`config.mk`:
```
export PLATFORM = sky130hd
export DESIGN_NAME = gb_bus_bridge
export DESIGN_NICKNAME = d
export VERILOG_FILES = /design/src/rtl/gb_bus_bridge.sv
export SDC_FILE = /design/constraint.sdc
export NUM_CORES = 1
export LEC_CHECK = 0
export ABC_CLOCK_PERIOD_IN_PS = 5300
export CELL_PAD_IN_SITES_DETAIL_PLACEMENT = 1
export CELL_PAD_IN_SITES_GLOBAL_PLACEMENT = 2
export CORE_ASPECT_RATIO = 0.5
export CORE_MARGIN = 1
export CORE_UTILIZATION = 43
export DETAILED_ROUTE_END_ITERATION = 12
export PLACE_DENSITY_LB_ADDON = 0.2
export SLEW_MARGIN = 20
export SYNTH_ARGS = -nofsm -noshare
export SYNTH_HDL_FRONTEND = slang
export SYNTH_SLANG_ARGS = --single-unit
```
`constraint.sdc`:
```
create_clock -name clk_clk -period 5.3 [get_ports clk_clk]
set_input_delay 1.59 -clock clk_clk [delete_from_list [all_inputs] [get_ports clk_clk]]
set_output_delay 1.59 -clock clk_clk [all_outputs]
set_load 0.05 [all_outputs]
```
`src/rtl/gb_bus_bridge.sv`:
```
// gb_bus_bridge: Avalon-MM slave giving Nios access to the Game Boy bus.
// Posted writes via FIFO, ordered blocking reads, timed bus cycles.
//
// Ports:
//   clk_clk, reset_reset_n        clock, async active-low reset
//   avs_address/read/write        Avalon request (word address)
//   avs_writedata, avs_readdata   Avalon data
//   avs_waitrequest               combinational stall
//   gb_address_export, gb_dout_export, gb_din_export
//                                 Game Boy bus address/data
//   gb_rd_n, gb_wr_n              registered active-low strobes
//   fifo_level                    posted writes pending
//   busy                          FSM active or writes pending
module gb_bus_bridge #(
  parameter int ADDR_W      = 16,
  parameter int DATA_W      = 8,
  parameter int WAIT_CYCLES = 2,
  parameter int FIFO_DEPTH  = 4
) (
  input  logic                          clk_clk,
  input  logic                          reset_reset_n,
  input  logic [ADDR_W-1:0]             avs_address,
  input  logic                          avs_read,
  input  logic                          avs_write,
  input  logic [DATA_W-1:0]             avs_writedata,
  output logic [DATA_W-1:0]             avs_readdata,
  output logic                          avs_waitrequest,
  output logic [ADDR_W-1:0]             gb_address_export,
  output logic [DATA_W-1:0]             gb_dout_export,
  input  logic [DATA_W-1:0]             gb_din_export,
  output logic                          gb_rd_n,
  output logic                          gb_wr_n,
  output logic [$clog2(FIFO_DEPTH):0]   fifo_level,
  output logic                          busy
);

  localparam int PW = $clog2(FIFO_DEPTH);
  localparam int LW = PW + 1;
  localparam int CW = 4;

  localparam logic [LW-1:0] FULL_LVL = LW'(FIFO_DEPTH);
  localparam logic [CW-1:0] WC       = CW'(WAIT_CYCLES);

  typedef enum logic [2:0] {
    IDLE,
    WR_SETUP,
    WR_STROBE,
    WR_HOLD,
    RD_SETUP,
    RD_STROBE,
    RD_DONE
  } state_e;

  state_e state_q, state_d;

  logic [CW-1:0]     wc_q, wc_d;
  logic [ADDR_W-1:0] addr_q, addr_d;
  logic [DATA_W-1:0] dout_q, dout_d;
  logic [DATA_W-1:0] rdata_q, rdata_d;
  logic              wr_n_q, wr_n_d;
  logic              rd_n_q, rd_n_d;

  logic [ADDR_W-1:0] fa_q [FIFO_DEPTH];
  logic [DATA_W-1:0] fd_q [FIFO_DEPTH];
  logic [PW-1:0]     wp_q, wp_d;
  logic [PW-1:0]     rp_q, rp_d;
  logic [LW-1:0]     cnt_q, cnt_d;
  logic              full_q, full_d;

  logic push;
  logic pop;
  logic empty;

  // Full is registered, so a pop only frees a slot one cycle later.
  assign empty = (cnt_q == '0);
  assign push  = avs_write & ~full_q;
  assign pop   = (state_q == IDLE) & ~empty;

  always_comb begin
    wp_d  = wp_q;
    rp_d  = rp_q;
    cnt_d = cnt_q;
    if (push) begin
      wp_d = wp_q + PW'(1);
    end
    if (pop) begin
      rp_d = rp_q + PW'(1);
    end
    unique case ({push, pop})
      2'b10:   cnt_d = cnt_q + LW'(1);
      2'b01:   cnt_d = cnt_q - LW'(1);
      default: cnt_d = cnt_q;
    endcase
    full_d = (cnt_d == FULL_LVL);
  end

  always_ff @(posedge clk_clk or negedge reset_reset_n) begin
    if (!reset_reset_n) begin
      wp_q   <= '0;
      rp_q   <= '0;
      cnt_q  <= '0;
      full_q <= 1'b0;
    end else begin
      wp_q   <= wp_d;
      rp_q   <= rp_d;
      cnt_q  <= cnt_d;
      full_q <= full_d;
    end
  end

  always_ff @(posedge clk_clk or negedge reset_reset_n) begin
    if (!reset_reset_n) begin
      for (int i = 0; i < FIFO_DEPTH; i++) begin
        fa_q[i] <= '0;
        fd_q[i] <= '0;
      end
    end else if (push) begin
      fa_q[wp_q] <= avs_address;
      fd_q[wp_q] <= avs_writedata;
    end
  end

  // Draining the FIFO first keeps reads ordered behind posted writes.
  always_comb begin
    state_d = state_q;
    wc_d    = wc_q;
    addr_d  = addr_q;
    dout_d  = dout_q;
    rdata_d = rdata_q;
    unique case (state_q)
      IDLE: begin
        if (!empty) begin
          state_d = WR_SETUP;
          addr_d  = fa_q[rp_q];
          dout_d  = fd_q[rp_q];
        end else if (avs_read && !avs_write) begin
          state_d = RD_SETUP;
          addr_d  = avs_address;
        end
      end
      WR_SETUP: begin
        state_d = WR_STROBE;
        wc_d    = WC;
      end
      WR_STROBE: begin
        if (wc_q == '0) begin
          state_d = WR_HOLD;
        end else begin
          wc_d = wc_q - CW'(1);
        end
      end
      WR_HOLD: begin
        state_d = IDLE;
      end
      RD_SETUP: begin
        state_d = RD_STROBE;
        wc_d    = WC;
      end
      RD_STROBE: begin
        if (wc_q == '0) begin
          state_d = RD_DONE;
          rdata_d = gb_din_export;
        end else begin
          wc_d = wc_q - CW'(1);
        end
      end
      RD_DONE: begin
        state_d = IDLE;
      end
      default: begin
        state_d = IDLE;
      end
    endcase
  end

  // Strobes are decoded from the next state and registered,
  // so they line up with the state and cannot glitch.
  assign wr_n_d = (state_d != WR_STROBE);
  assign rd_n_d = (state_d != RD_STROBE);

  always_ff @(posedge clk_clk or negedge reset_reset_n) begin
    if (!reset_reset_n) begin
      state_q <= IDLE;
      wc_q    <= '0;
      addr_q  <= '0;
      dout_q  <= '0;
      rdata_q <= '0;
      wr_n_q  <= 1'b1;
      rd_n_q  <= 1'b1;
    end else begin
      state_q <= state_d;
      wc_q    <= wc_d;
      addr_q  <= addr_d;
      dout_q  <= dout_d;
      rdata_q <= rdata_d;
      wr_n_q  <= wr_n_d;
      rd_n_q  <= rd_n_d;
    end
  end

  // Any request seen while reset is held must stall.
  assign avs_waitrequest =
    (~reset_reset_n & (avs_read | avs_write)) |
    (avs_write & full_q) |
    (avs_read & ~avs_write & (state_q != RD_DONE));

  assign avs_readdata      = rdata_q;
  assign gb_address_export = addr_q;
  assign gb_dout_export    = dout_q;
  assign gb_rd_n           = rd_n_q;
  assign gb_wr_n           = wr_n_q;
  assign fifo_level        = cnt_q;
  assign busy              = (state_q != IDLE) | ~empty;

endmodule

```
==> results.cfg <==
[worst_setup_path]
crit_path_end_kind = output port
critPathMaxFanout = 21
required_ns = 3.71
worst_setup_path_start_kind = flop
crit_type = flop to output port
slowest_stage = clkdlybuf4s50_1
path_cells = or3_1, or4_1, clkdlybuf4s50_1
cp_data_arrival_time_ns = 2.61
slowest_delay_ns = 0.72
cp_top_family = simple AND/OR/NAND/NOR gates
cp_num_buf_inv = 1

[timing]
slew-limit-headroom_pct = 38.3
hold_viol_final = 0
timing.fmax_ghz = 0.238
worstMarginPinSlew_ns = 0.926
fin_tns_setup_ns = 0
whs_ns = 0.502
rsz0062_at_grt = no
setup_viol = 0
min_period_ns = 4.20
fin_crit_sh_pct = 79.2
skew_ns = 0.00818
drv_slew = 0

[clock_tree]
path_clk_slew_ns = 0.06
ctsLongestPathBuffers = 2
clockRootBuffer = clkbuf_16
cts_sinks = 145
clock_latency_ns = 0.41
postCtsSetupBuffers = 0
holdBufCountCts = 0
cts_tree = yes
cts_resized = 0
h-tree-depth = 4
cts_buffers = 17

[floorplan]
io_pins = 75
initial_utilization_pct = 44.3
core_area_mm2 = 0.0145
rows = 31
die-width_um = 175
dieArea_mm2 = 0.0155
die_h_um = 88.6

[drt]
drc = 0
drt-total-wl_um = 14500
vias = 3914
ant_nets = 0
detail_route.first_pass.iterations = 4
drt-initial-drc-count = 195
detail_route.wl_per_cell_um = 20.4
vias_per_cell = 5.48

[synthesis]
synth_area_mm2 = 0.00644
synth_area_leaders = dfrtp_1, mux2_2, mux4_2, or3_1, o221a_1
ys.flop_type = dfrtp_1
synth_edf_count = 0
syn_inst = 428
avgSynthCellArea_um2 = 15.1
synth_area_leader_cell = dfrtp_1
ys_seq_elements = 145
ys_async_sr_fraction_pct = 100
syn_nets = 471
seq_area_frac_synth_pct = 56.4
ys_warn_count = 0
synth_cell_types = 42
synth_top_area_share_pct = 55.5

[power]
p_comb_share_pct = 41.8
p_seq_share_pct = 36.7
p_sw_mw = 2.03
swShare_pct = 35.7
total_power_mw = 5.69
p_leak_nw = 3.32
intPower_mw = 3.66
ir_drop_mv = 0.268
power.share.clock_pct = 21.6
p_per_area_mw_per_mm2 = 711

[placed_design]
io_buffers = 74
dp_cells = 683
dp_hpwl_um = 8740
place.gp.congestion = 0.722

[grt]
grt_pass1_vias = 4215
overflow = 0
antenna_found_initial = 0
grt_max_degree = 73
grt_pass1_wl_um = 23600
grt_usage_pct = 20.4

[flow_run]
cap_violations = 0

[status]
status = complete, no violations

[final_layout]
fin_cells = 714
nets = 547
drive_above_1_share_pct = 37.4
final_core_util_pct = 55.0
area_delta_synth_final_pct = 24.2
antenna_cells = 0

[min_path]
holdCritPathClass = flop to flop
-- worst register-to-register path: cells and delay by family, from the launching register on --
kind / cells / cell delay (ns)
simple gates: 3 / 1.41
compound gates: 1 / 0.26
buf+inv: 2 / 0.30
xor+xnor: 1 / 0.16
fa+ha+maj: 2 / 0.69
flops: 1 / 0.60
-- routing by layer --
metal | global-route usage, % | vias to the layer above | wire, µm
li1 | - | 1762 | -
met1 | 27.6 | 2071 | 6960
met2 | 33.7 | 71 | 6940
met3 | 4.94 | 10 | 540
met4 | 4.82 | 0 | 90
met5 | 0 | - | 0
-- metrics by stage --
stage	worst slack, ns	instance area (µm²)
2_1_floorplan	1.02	6440
3_3_place_gp	1.17	7400
3_5_place_dp	1.12	7400
4_1_cts	1.09	8000
5_1_grt	1.02	8000
6_report	1.10	8000
-- Yosys cell counts (4+ instances only) --
cell type,n
ha_1,6
mux2_2,112
o21ai_0,6
o221a_2,6
nand3b_1,4
clkbuf_1,21
mux4_2,24
or3_1,19
or4_1,6
a21oi_1,7
dfrtp_1,143
buf_2,4
nand2_1,8
o221a_1,10
inv_1,9
-- cells by family (layout without fill, tap and decap cells) --
group | Yosys count | count (layout) | synth area share [%]
AO/OA/AOI/OAI | 43 | 43 | 5.54
adder cells (fa/ha/maj) | 7 | 7 | 1.48
buffers and inverters | 37 | 125 | 2.41
flip-flops | 145 | 145 | 56.4
multiplexers | 136 | 136 | 28.0
XOR/XNOR | 6 | 6 | 0.816
AND/OR/NAND/NOR | 54 | 54 | 5.44
-- final cells by class --
cell class / count / area, µm²
fillers: 1374 / 6550
flip-flops and latches: 145 / 3630
multi-input cells: 246 / 2660
clock inverters: 12 / 159
clock buffers: 19 / 443
inverters: 9 / 33.8
well taps: 198 / 248
repair buffers: 85 / 822
-- registers in the layout, indices dropped and copies added, names as in the netlist --
| signal | flops |
|---|---|
| gb_rd_n | 1 |
| fifo_level | 3 |
| rp_q | 2 |
| gb_wr_n | 1 |
| full_q | 1 |
| gb_dout_export | 8 |
| wp_q | 2 |
| state_q | 3 |
| gb_address_export | 16 |
| wc_q | 4 |
| avs_readdata | 8 |
| fa_q | 64 |
| fd_q | 32 |
-- layout by cell type (no fill, tap or decap), types with 3 or more instances in the layout --
| cell type | instances |
|---|---|
| xnor2_1 | 3 |
| clkdlybuf4s50_1 | 72 |
| or3_1 | 19 |
| buf_4 | 12 |
| o21ai_0 | 6 |
| nand3b_1 | 4 |
| bufinv_16 | 3 |
| clkbuf_16 | 17 |
| nand2_1 | 8 |
| inv_1 | 9 |
| or4_1 | 6 |
| mux4_2 | 24 |
| o221a_1 | 10 |
| a21oi_1 | 7 |
| ha_1 | 6 |
| dfrtp_1 | 142 |
| mux2_2 | 112 |
| xor2_1 | 3 |
| o211ai_1 | 3 |
| nor3b_1 | 3 |
| clkinv_4 | 4 |
| o221a_2 | 6 |
-- final timing paths --
kind	from	to	slack (ns)	cells after the start
worst min register to register	fd_q[10]	fd_q[10]	0.50	1
worst max register to register	state_q[1]	full_q	1.78	9
max in group asynchronous	reset_reset_n	rp_q[0]	2.35	3
worst min-delay path	fd_q[10]	fd_q[10]	0.50	1
min in group asynchronous	reset_reset_n	state_q[2]	0.96	1
worst max-delay path	state_q[1]	busy	1.10	3
-- power by group through the flow --
| stage | clock network, mW | registers (mW) | logic (mW) |
|---|---|---|---|
| 2_1_floorplan | 0 | 2.29 | 1.48 |
| 3_3_place_gp | 0 | 2.08 | 2.33 |
| 3_5_place_dp | 0 | 2.10 | 2.39 |
| 4_1_cts | 1.26 | 2.09 | 2.41 |
| 5_1_grt | 1.29 | 2.17 | 2.55 |
| 6_report | 1.23 | 2.08 | 2.38 |
Power figures use the tool's default switching activity.
